File: src/rtl/div_pkg.sv
// div_pkg: shared types and helpers for the iterative divider.
// Latency: n/a (types, constants and a combinational helper only).
// Backpressure: n/a.
package div_pkg;

  // Default operand/result width of the divider datapath.
  localparam int DIV_WIDTH = 32;

  // Controller states; DZERO is only entered when the fast divide-by-zero path is built in.
  typedef enum logic [1:0] {
    IDLE  = 2'd0,
    CALC  = 2'd1,
    DONE  = 2'd2,
    DZERO = 2'd3
  } divState_t;

  // Magnitude of an operand: two's complement absolute value when signed, raw value otherwise.
  // The most negative value maps onto itself, which the unsigned core reads as 2^(W-1).
  function automatic logic [DIV_WIDTH-1:0] abs_val(input logic [DIV_WIDTH-1:0] value,
                                                   input logic                 isSigned);
    return (isSigned && value[DIV_WIDTH-1]) ? -value : value;
  endfunction

endpackage

File: src/rtl/div_step.sv
// div_step: one radix-2 restoring division iteration on {rem, quo}.
// Latency: purely combinational, zero cycles.
// Backpressure: none; the parent register loop sequences the iterations.
module div_step
  import div_pkg::*;
#(
  parameter int WIDTH = DIV_WIDTH
) (
  input  logic [WIDTH-1:0] rem,
  input  logic [WIDTH-1:0] quo,
  input  logic [WIDTH-1:0] divisor,
  output logic [WIDTH-1:0] remNext,
  output logic [WIDTH-1:0] quoNext
);

  logic [WIDTH:0] minuend;
  logic           noBorrow;

  // Shift the next dividend bit into the partial remainder, trial-subtract, restore on borrow.
  // The partial remainder stays below the divisor, so WIDTH+1 bits hold the shifted value exactly;
  // with a zero divisor nothing is subtracted and the dividend simply shifts into rem.
  always_comb begin
    minuend  = {rem, quo[WIDTH-1]};
    noBorrow = (minuend >= {1'b0, divisor});
    remNext  = noBorrow ? WIDTH'(minuend - {1'b0, divisor}) : minuend[WIDTH-1:0];
    quoNext  = {quo[WIDTH-2:0], noBorrow};
  end

endmodule

File: src/rtl/div_unit.sv
// div_unit: iterative DIV/DIVU responder; quotient -> lo_o, remainder -> hi_o. Optional macro: DIV_ZERO_FAST_EN.
// Latency: ready_o WIDTH+1 cycles after the accepted start (2 cycles for b==0 with DIV_ZERO_FAST_EN).
// Backpressure: busy_o (combinational in the issue cycle) stalls the issuer; start_i is ignored while busy.
module div_unit
  import div_pkg::*;
#(
  parameter int WIDTH = DIV_WIDTH
) (
  input  logic             clk,
  input  logic             rst,
  input  logic             start_i,
  input  logic             signed_i,
  input  logic [WIDTH-1:0] a_i,
  input  logic [WIDTH-1:0] b_i,
  input  logic             cancel_i,
  output logic             busy_o,
  output logic             ready_o,
  output logic [WIDTH-1:0] hi_o,
  output logic [WIDTH-1:0] lo_o
);

  localparam int CNT_W = $clog2(WIDTH + 1);

  divState_t        state;
  divState_t        stateNext;
  logic             acceptStart;
  logic             lastStep;
  logic             zeroStep;

  logic [CNT_W-1:0] cnt;
  logic [WIDTH-1:0] remQ;
  logic [WIDTH-1:0] quoQ;
  logic [WIDTH-1:0] divisorQ;
  logic             signQ;
  logic             signR;
  logic [WIDTH-1:0] hiQ;
  logic [WIDTH-1:0] loQ;

  logic [WIDTH-1:0] remNext;
  logic [WIDTH-1:0] quoNext;
  logic [WIDTH-1:0] magA;
  logic [WIDTH-1:0] magB;
  logic             signA;
  logic             signB;

  // Conditional two's complement negate used for the final sign correction.
  function automatic logic [WIDTH-1:0] negIf(input logic [WIDTH-1:0] v, input logic neg);
    return neg ? -v : v;
  endfunction

  // Operand magnitudes and signs as they would be latched on an accepted start.
  always_comb begin
    magA  = abs_val(a_i, signed_i);
    magB  = abs_val(b_i, signed_i);
    signA = signed_i & a_i[WIDTH-1];
    signB = signed_i & b_i[WIDTH-1];
  end

  div_step #(
    .WIDTH(WIDTH)
  ) u_step (
    .rem    (remQ),
    .quo    (quoQ),
    .divisor(divisorQ),
    .remNext(remNext),
    .quoNext(quoNext)
  );

  // State register; reset drops any operation in flight.
  always_ff @(posedge clk) begin
    if (!rst) begin
      state <= IDLE;
    end else begin
      state <= stateNext;
    end
  end

  // Next-state and handshake outputs; cancel wins over start and aborts without a ready pulse.
  always_comb begin
    stateNext   = state;
    acceptStart = 1'b0;
    lastStep    = 1'b0;
    zeroStep    = 1'b0;
    busy_o      = 1'b0;
    ready_o     = 1'b0;
    case (state)
      IDLE, DONE: begin
        ready_o = (state == DONE);
        if (start_i && !cancel_i) begin
          acceptStart = 1'b1;
          busy_o      = 1'b1;
`ifdef DIV_ZERO_FAST_EN
          stateNext   = (b_i == '0) ? DZERO : CALC;
`else
          stateNext   = CALC;
`endif
        end else begin
          stateNext = IDLE;
        end
      end
      CALC: begin
        busy_o = 1'b1;
        if (cancel_i) begin
          stateNext = IDLE;
        end else if (cnt == CNT_W'(WIDTH - 1)) begin
          lastStep  = 1'b1;
          stateNext = DONE;
        end
      end
`ifdef DIV_ZERO_FAST_EN
      DZERO: begin
        busy_o = 1'b1;
        if (cancel_i) begin
          stateNext = IDLE;
        end else begin
          zeroStep  = 1'b1;
          stateNext = DONE;
        end
      end
`endif
      default: begin
        stateNext = IDLE;
      end
    endcase
  end

  // Datapath: latch operands on accept, iterate in CALC, register the sign-corrected result on completion.
  always_ff @(posedge clk) begin
    if (!rst) begin
      cnt      <= '0;
      remQ     <= '0;
      quoQ     <= '0;
      divisorQ <= '0;
      signQ    <= 1'b0;
      signR    <= 1'b0;
      hiQ      <= '0;
      loQ      <= '0;
    end else begin
      if (acceptStart) begin
        cnt      <= '0;
        remQ     <= '0;
        quoQ     <= magA;
        divisorQ <= magB;
        signQ    <= signA ^ signB;
        signR    <= signA;
      end else if (state == CALC) begin
        cnt      <= cnt + CNT_W'(1);
        remQ     <= remNext;
        quoQ     <= quoNext;
      end

      if (lastStep) begin
        hiQ <= negIf(remNext, signR);
        loQ <= negIf(quoNext, signQ);
      end else if (zeroStep) begin
        // Divide by zero: magnitude quotient is all ones and remainder is |a| (still held in quoQ).
        hiQ <= negIf(quoQ, signR);
        loQ <= negIf('1, signQ);
      end
    end
  end

  assign hi_o = hiQ;
  assign lo_o = loQ;

endmodule
File: config.mk
export PLATFORM = sky130hd
export DESIGN_NAME = div_unit
export DESIGN_NICKNAME = d
export VERILOG_FILES = /design/src/rtl/div_pkg.sv /design/src/rtl/div_step.sv /design/src/rtl/div_unit.sv
export SDC_FILE = /design/constraint.sdc
export NUM_CORES = 1
export LEC_CHECK = 0
export ABC_AREA = 1
export ABC_CLOCK_PERIOD_IN_PS = 3300
export BUFFER_PORTS_ARGS = -buffer_cell sky130_fd_sc_hd__buf_2
export CORE_AREA = 2 2 243 245
export DETAILED_ROUTE_END_ITERATION = 7
export DIE_AREA = 0 0 245 247
export SLEW_MARGIN = 10
export SYNTH_ARGS = -nofsm -noshare
export SYNTH_HDL_FRONTEND = slang
export SYNTH_HIERARCHICAL = 1
export SYNTH_SLANG_ARGS = --single-unit
File: constraint.sdc
create_clock -name clk -period 3.3 [get_ports clk]
set_input_delay 0.165 -clock clk [delete_from_list [all_inputs] [get_ports clk]]
set_output_delay 0.165 -clock clk [all_outputs]
set_load 0.01 [all_outputs]
Yosys cells after proc, flatten, opt, wreduce, memory -nomap -nowiden
Index checks and enable logic that the tools add are counted.
- input bits: 69
- bits in registers: 170
- add/sub/neg operators: 6
- reduce and logical (&&, ||, !) cells: 8
- muxes and demuxes: 18
- equal/unequal tests: 4
- bitwise gates (word level): 4
- order comparisons: 1
- operator list (kind ; count):
    32-bit 2-to-1 mux ; 7
    32-bit negator ; 4
    33-bit by 32-bit greater-or-equal comparator with 1-bit output ; 1
    32-bit subtractor ; 1
    1-bit 2-to-1 mux ; 7
    6-bit by 1-bit adder with 6-bit output, second input constant ; 1
    6-bit by 5-bit equality test with 1-bit output, second input constant ; 1
    2-bit 2-to-1 mux ; 2
    2-bit case mux with 2 select lines ; 1
    2-bit OR reduction ; 2
    1-bit logical AND ; 3
    3-bit inequality test, second input constant ; 1
    1-bit AND ; 2
    2-bit by 1-bit equality test with 1-bit output, second input constant ; 1
    2-bit equality test, second input constant ; 1
    2-bit zero test ; 1
    1-bit case mux with 2 select lines ; 1
    2-bit nonzero test ; 1
    1-bit zero test ; 1
    1-bit inverter ; 1
    1-bit XOR ; 1

Logic depth before layout (Yosys ltp)
- depth in word-level cells: 5
- depth in mapped cells: 29
- mapped depth without buffers: 26

Modules after synthesis
Netlist, hierarchy kept.
- by module, submodules not included (module ; area each (sq um) ; instances ; sequential area each (sq um) ; cells each):
    div_unit ; 9741.8 ; 1 ; 3403.3 ; 1569
    div_step ; 3423.3 ; 1 ; 0.0 ; 684

Least setup slack after synthesis
Ideal clock, no wire load.
- kind: reg2reg
- start point: reg divisorQ[3]
- end point: reg loQ[22], in the netlist lo_o[22]
- data required time: 3187 ps
- stages on the path, launching flop included: 28
- setup time: 113 ps
- path buffers: 2
- arrival: 2922 ps
- path slack: 265 ps
- cells stage by stage: dfxtp_1 -> inv_1 -> ha_1 -> nand2_2 -> inv_1 -> nand2_1 -> nand2_1 -> nand2_1 -> nand3_2 -> nand2_2 -> nand2_2 -> nand2_4 -> nand2_8 -> buf_6 -> buf_4 -> inv_1 -> ha_1 -> inv_1 -> nor3_2 -> nand2_1 -> nor2_1 -> nand2_1 -> nor2_1 -> nand2_1 -> nand3_1 -> nand2_1 -> o21ai_1 -> inv_1
- cells in the longest elaborated chain, start to end: 3
- ends and longest elaborated chain (element ; line ; RTL):
    from (decl) ; div_unit.sv:33 ; logic [WIDTH-1:0] divisorQ;
    from (signal assigned) ; div_unit.sv:143 ; divisorQ <= magB;
    33-bit by 32-bit greater-or-equal comparator with 1-bit output ; div_step.sv:24 ; noBorrow = (minuend >= {1'b0, divisor});
    named net u_step.noBorrow ; div_step.sv:17 ; logic noBorrow;
    32-bit negator ; div_unit.sv:48 ; return neg ? -v : v;
    32-bit 2-to-1 mux ; div_unit.sv:48 ;
    to (signal assigned) ; div_unit.sv:154 ; loQ <= negIf(quoNext, signQ);
    to (signal assigned) ; div_unit.sv:158 ; loQ <= negIf('1, signQ);
    to (decl) ; div_unit.sv:37 ; logic [WIDTH-1:0] loQ;
The timed path passes the listed nets, and every way through them passes these cells.
A chain may end at the register's enable or synchronous reset.

Worst setup path after layout
- start point: reg divisorQ[28]
- end point: reg hiQ[16], in the netlist hi_o[16]
- cells in the longest elaborated chain, start to end: 4
- ends and longest elaborated chain (element ; line ; RTL):
    33-bit by 32-bit greater-or-equal comparator with 1-bit output ; div_step.sv:24 ;
    named net quoNext[0] ; div_unit.sv:40 ; logic [WIDTH-1:0] quoNext;
    32-bit 2-to-1 mux ; div_step.sv:25 ; remNext = noBorrow ? WIDTH'(minuend - {1'b0, divisor}) : minuend[WIDTH-1:0];
    named net remNext[5] ; div_unit.sv:39 ; logic [WIDTH-1:0] remNext;
    32-bit negator ; div_unit.sv:48 ;
    32-bit 2-to-1 mux ; div_unit.sv:48 ;
    to (signal assigned) ; div_unit.sv:153 ; hiQ <= negIf(remNext, signR);
    to (signal assigned) ; div_unit.sv:157 ; hiQ <= negIf(quoQ, signR);
    to (decl) ; div_unit.sv:36 ; logic [WIDTH-1:0] hiQ;
The timed path passes the listed nets, and every way through them passes these cells.

==> parameters.txt <==
Parameter                              Value

STA
  Fin crit share    96.2%
  RSZ-0062 raised after global routing    true
  Final Critical Period    3.17 ns
  Worst-Margin Slew    0.806 ns
  Final setup violation count    0
  Final clock skew    0.00982 ns
  Max-slew headroom at the worst pin    46.1%
  Fmax    315 MHz
  Post-route worst hold slack    0.0237 ns
  Final hold violation count    0
  Final max-slew violation count    0

Pwr
  Leakage power of the design    8.07 nW
  Maximum ir drop on the vdd rail    474 uV
  Pwr dens    517 nW/um^2

Yosys
  Most frequent cell after synthesis    sky130_fd_sc_hd__nand2_1
  Number of warnings issued by yosys    6
  Number of enable-type register cells in the synthesized netlist    0
  Arithmetic-cell share of the synthesized area counting full adders, half adders and majority gates    3.67%
  Leading post-synthesis cells by cell area    sky130_fd_sc_hd__dfxtp_1 (26%), sky130_fd_sc_hd__nand2_1 (20%), sky130_fd_sc_hd__inv_1 (9.1%)
  Top cell type by total area after synthesis    sky130_fd_sc_hd__dfxtp_1
  Synthesized netlist net count    2360
  Share of cell area taken by muxes after synthesis    0%
  Proportion of synthesized chip area in sequential cells    25.9%
  Seq cells post-synth    170
  Distinct cells, synth    48
  Top cell types by occurrence after synthesis    sky130_fd_sc_hd__nand2_1 (702), sky130_fd_sc_hd__inv_1 (319), sky130_fd_sc_hd__nor2_1 (253), sky130_fd_sc_hd__dfxtp_1 (170), sky130_fd_sc_hd__nand3_1 (167)
  Area share of the leading cell type in the synthesized netlist    25.9%
  Fraction of registers with async set or reset after synthesis    0%
  Top_reg_cell synth    sky130_fd_sc_hd__dfxtp_1
  Mapped cell area    13200 sq um
  Syn Inst Count    2253
  Compound-cell area share of the yosys netlist    12.5%
  Combinational family with the most area after synthesis    simple AND/OR/NAND/NOR gates
  Post-Synthesis Mean Instance Area    5.84 sq um
  Post-synthesis share of cell area spent on and, or, nand and nor gates    40.0%
  Synthesized-area fraction occupied by xor and xnor cells    4.12%

Cells and area
  Area added between synthesis and finish    27.5%
  Fillers    6437
  Layout net count    2584
  Share of post-route cells with drive strength above 1    20.3%
  Final cell utilization of the core    28.8%

Job
  Count of maximum capacitance violations    0

Global route
  Pin count of the biggest net entering global routing    115
  Gr usage total    15.4%
  First-pass GRT wire length    73.5 mm
  Total congestion overflow    0
  Number of antenna violations at the first check in global routing    4
  Via count of the first global-routing pass    13.5k

Die
  Total I/O pin count    135
  Die Height    247 um
  Area of the die    60500 sq um
  Num rows    89
  Core area    58200 sq um
  Starting Density    22.6%
  Die outline width    245 um

Route
  Pre-antenna DRT Iters    6
  Routed via count    14.4k
  Total detailed-routing wirelength    47.4 mm
  Iteration-0 DRC Markers    985
  Drt wl/cell    14.5 um
  Vias/cell    4.41
  Number of nets still failing antenna checks after routing    0
  DRC Markers    0

Clock tree
  Hold buffer count at CTS    0
  TritonCTS clock tree    built
  Number of H-tree levels    4
  Worst-Skew Late Latency    0.45 ns
  Clock buffer count from CTS    17
  Register clock-pin slew on the reported worst setup and hold paths    0.07 ns
  Root Driver    sky130_fd_sc_hd__clkbuf_16
  Clk sink count    170
  Max Root-Sink Buffers    2

Setup path
  Crit start category    flop
  CP endpoint kind    flop
  Critical path start-end classification    flop to flop
  Crit-path max FO    6
  Crit path DAT    3.53 ns
  Required @ worst endpoint    3.66 ns

Place
  Count of buffers from port buffering    134
  Weighted congestion at the end of routability-driven global placement    0.920
  Post-DP HPWL    37.7 mm

Min path
  Path class of the lowest-slack min-delay path    primary input to flop

Run status
  Status    completed
## sequential cells by signal, summed over array words and instances (netlist names)
signal    cells
signQ         1
signR         1
cnt           6
lo_o         32
remQ         32
hi_o         32
divisorQ     32
quoQ         32
state         2
## power by group
| part | switching (mW) | total, mW | leakage, nW | internal, mW |
|---|---|---|---|---|
| sequential | 0.0790 | 2.21 | 1.39 | 2.13 |
| clock | 0.910 | 2.07 | 0.290 | 1.16 |
| combinational | 2.68 | 4.40 | 6.39 | 1.72 |
| total | 3.67 | 8.67 | 8.07 | 5.00 |
## cell type report
class	instances	area, sq um	share of cell area (%)
tap	773	967	5.76
sequential	170	3420	20.4
clock inverter	13	143	0.849
inverter	325	1220	7.27
clock buffer	19	453	2.70
timing repair buffer	311	2030	12.1
antenna	1	2.50	0.0149
multi-input combinational	1652	8550	50.9
## through the flow
step | TNS [ns] | instance area [sq um] | power, mW | worst slack, ns | instances
3_5_place_dp | -0.136 | 15500 | 6.18 | -0.0307 | 3225
2_1_floorplan | 0 | 13200 | 4.66 | 0.265 | 2253
4_1_cts | 0 | 16100 | 8.31 | 0.0200 | 3257
5_1_grt | -0.544 | 16800 | 9.28 | -0.0590 | 3264
6_report | 0 | 16800 | 8.67 | 0.126 | 3264
3_3_place_gp | -0.0780 | 15500 | 6.19 | -0.0221 | 3225
## cell usage in the layout, fill, tap and decap left out, drive strengths merged
cell and n:
a31oi 6, a32o 1, clkinv 8, o21a 1, o211ai 11, nor3b 1
nand3 184, o21ai 129, fa 1, nor3 33, buf 311, diode 1
nand3b 12, o22ai 2, o221ai 6, inv 326, ha 37, nor4 2
xor2 55, xnor2 7, bufinv 2, nand4 22, and2 8, or2 7
a21oi 141, dfxtp 170, a211oi 2, nor2 265, a22o 1, o32ai 1
a21o 1, clkbuf 19, o21bai 4, o31ai 3, clkinvlp 2, nand2 709
## logic make-up (layout without fill, tap and decap cells)
logic type / count (synthesis) / after routing
buffers and inverters: 432 / 668
AO/OA/AOI/OAI: 309 / 309
XOR/XNOR: 62 / 62
other: 0 / 1
AND/OR/NAND/NOR: 1242 / 1243
adder cells (fa/ha/maj): 38 / 38
flip-flops: 170 / 170
## critical path, stage by stage (launching register included)
cell and delay [ns]:
sky130_fd_sc_hd__dfxtp_2 0.32, sky130_fd_sc_hd__inv_1 0.09, sky130_fd_sc_hd__ha_4 0.23, sky130_fd_sc_hd__nand2_4 0.07, sky130_fd_sc_hd__nand2_2 0.05, sky130_fd_sc_hd__o21bai_4 0.17, sky130_fd_sc_hd__a21oi_2 0.17, sky130_fd_sc_hd__nand2_2 0.08
sky130_fd_sc_hd__nor2_4 0.28, sky130_fd_sc_hd__nand2_8 0.11, sky130_fd_sc_hd__buf_4 0.16, sky130_fd_sc_hd__nand2_1 0.07, sky130_fd_sc_hd__nand2_2 0.06, sky130_fd_sc_hd__nor2_2 0.12, sky130_fd_sc_hd__nand4_1 0.15, sky130_fd_sc_hd__nor2_2 0.22
sky130_fd_sc_hd__nand2_1 0.09, sky130_fd_sc_hd__nand2_2 0.10, sky130_fd_sc_hd__o21ai_2 0.07, sky130_fd_sc_hd__a21oi_1 0.15, sky130_fd_sc_hd__o21ai_1 0.10, sky130_fd_sc_hd__buf_4 0.13, sky130_fd_sc_hd__nand2_1 0.05, sky130_fd_sc_hd__inv_1 0.04
## path summary, 6_finish.rpt
kind	startpoint	end	slack [ns]	cells after the start
worst max-delay path	divisorQ[28]	hi_o[16]	0.13	23
worst min-delay path	b_i[29]	divisorQ[29]	0.02	4
worst max register to register	divisorQ[28]	hi_o[16]	0.13	23
worst min register to register	divisorQ[30]	divisorQ[30]	0.45	2
## timing repair
| action | 4_1_cts | 5_1_grt |
|---|---|---|
| gates resized for setup | 5 | 132 |
| buffers inserted | 0 | 5 |
| cloned | 0 | 1 |
| endpoints found under the setup margin | 7 | 41 |
| pin swaps | 0 | 26 |
## per-layer routing
metal	up-vias	wire, um	track usage (%)
li1	7528	-	-
met1	6463	21400	19.6
met2	320	22700	26.6
met3	65	2020	2.39
met4	6	1250	5.00
met5	-	28	0
Note: power is estimated with default switching activity, not from simulation.
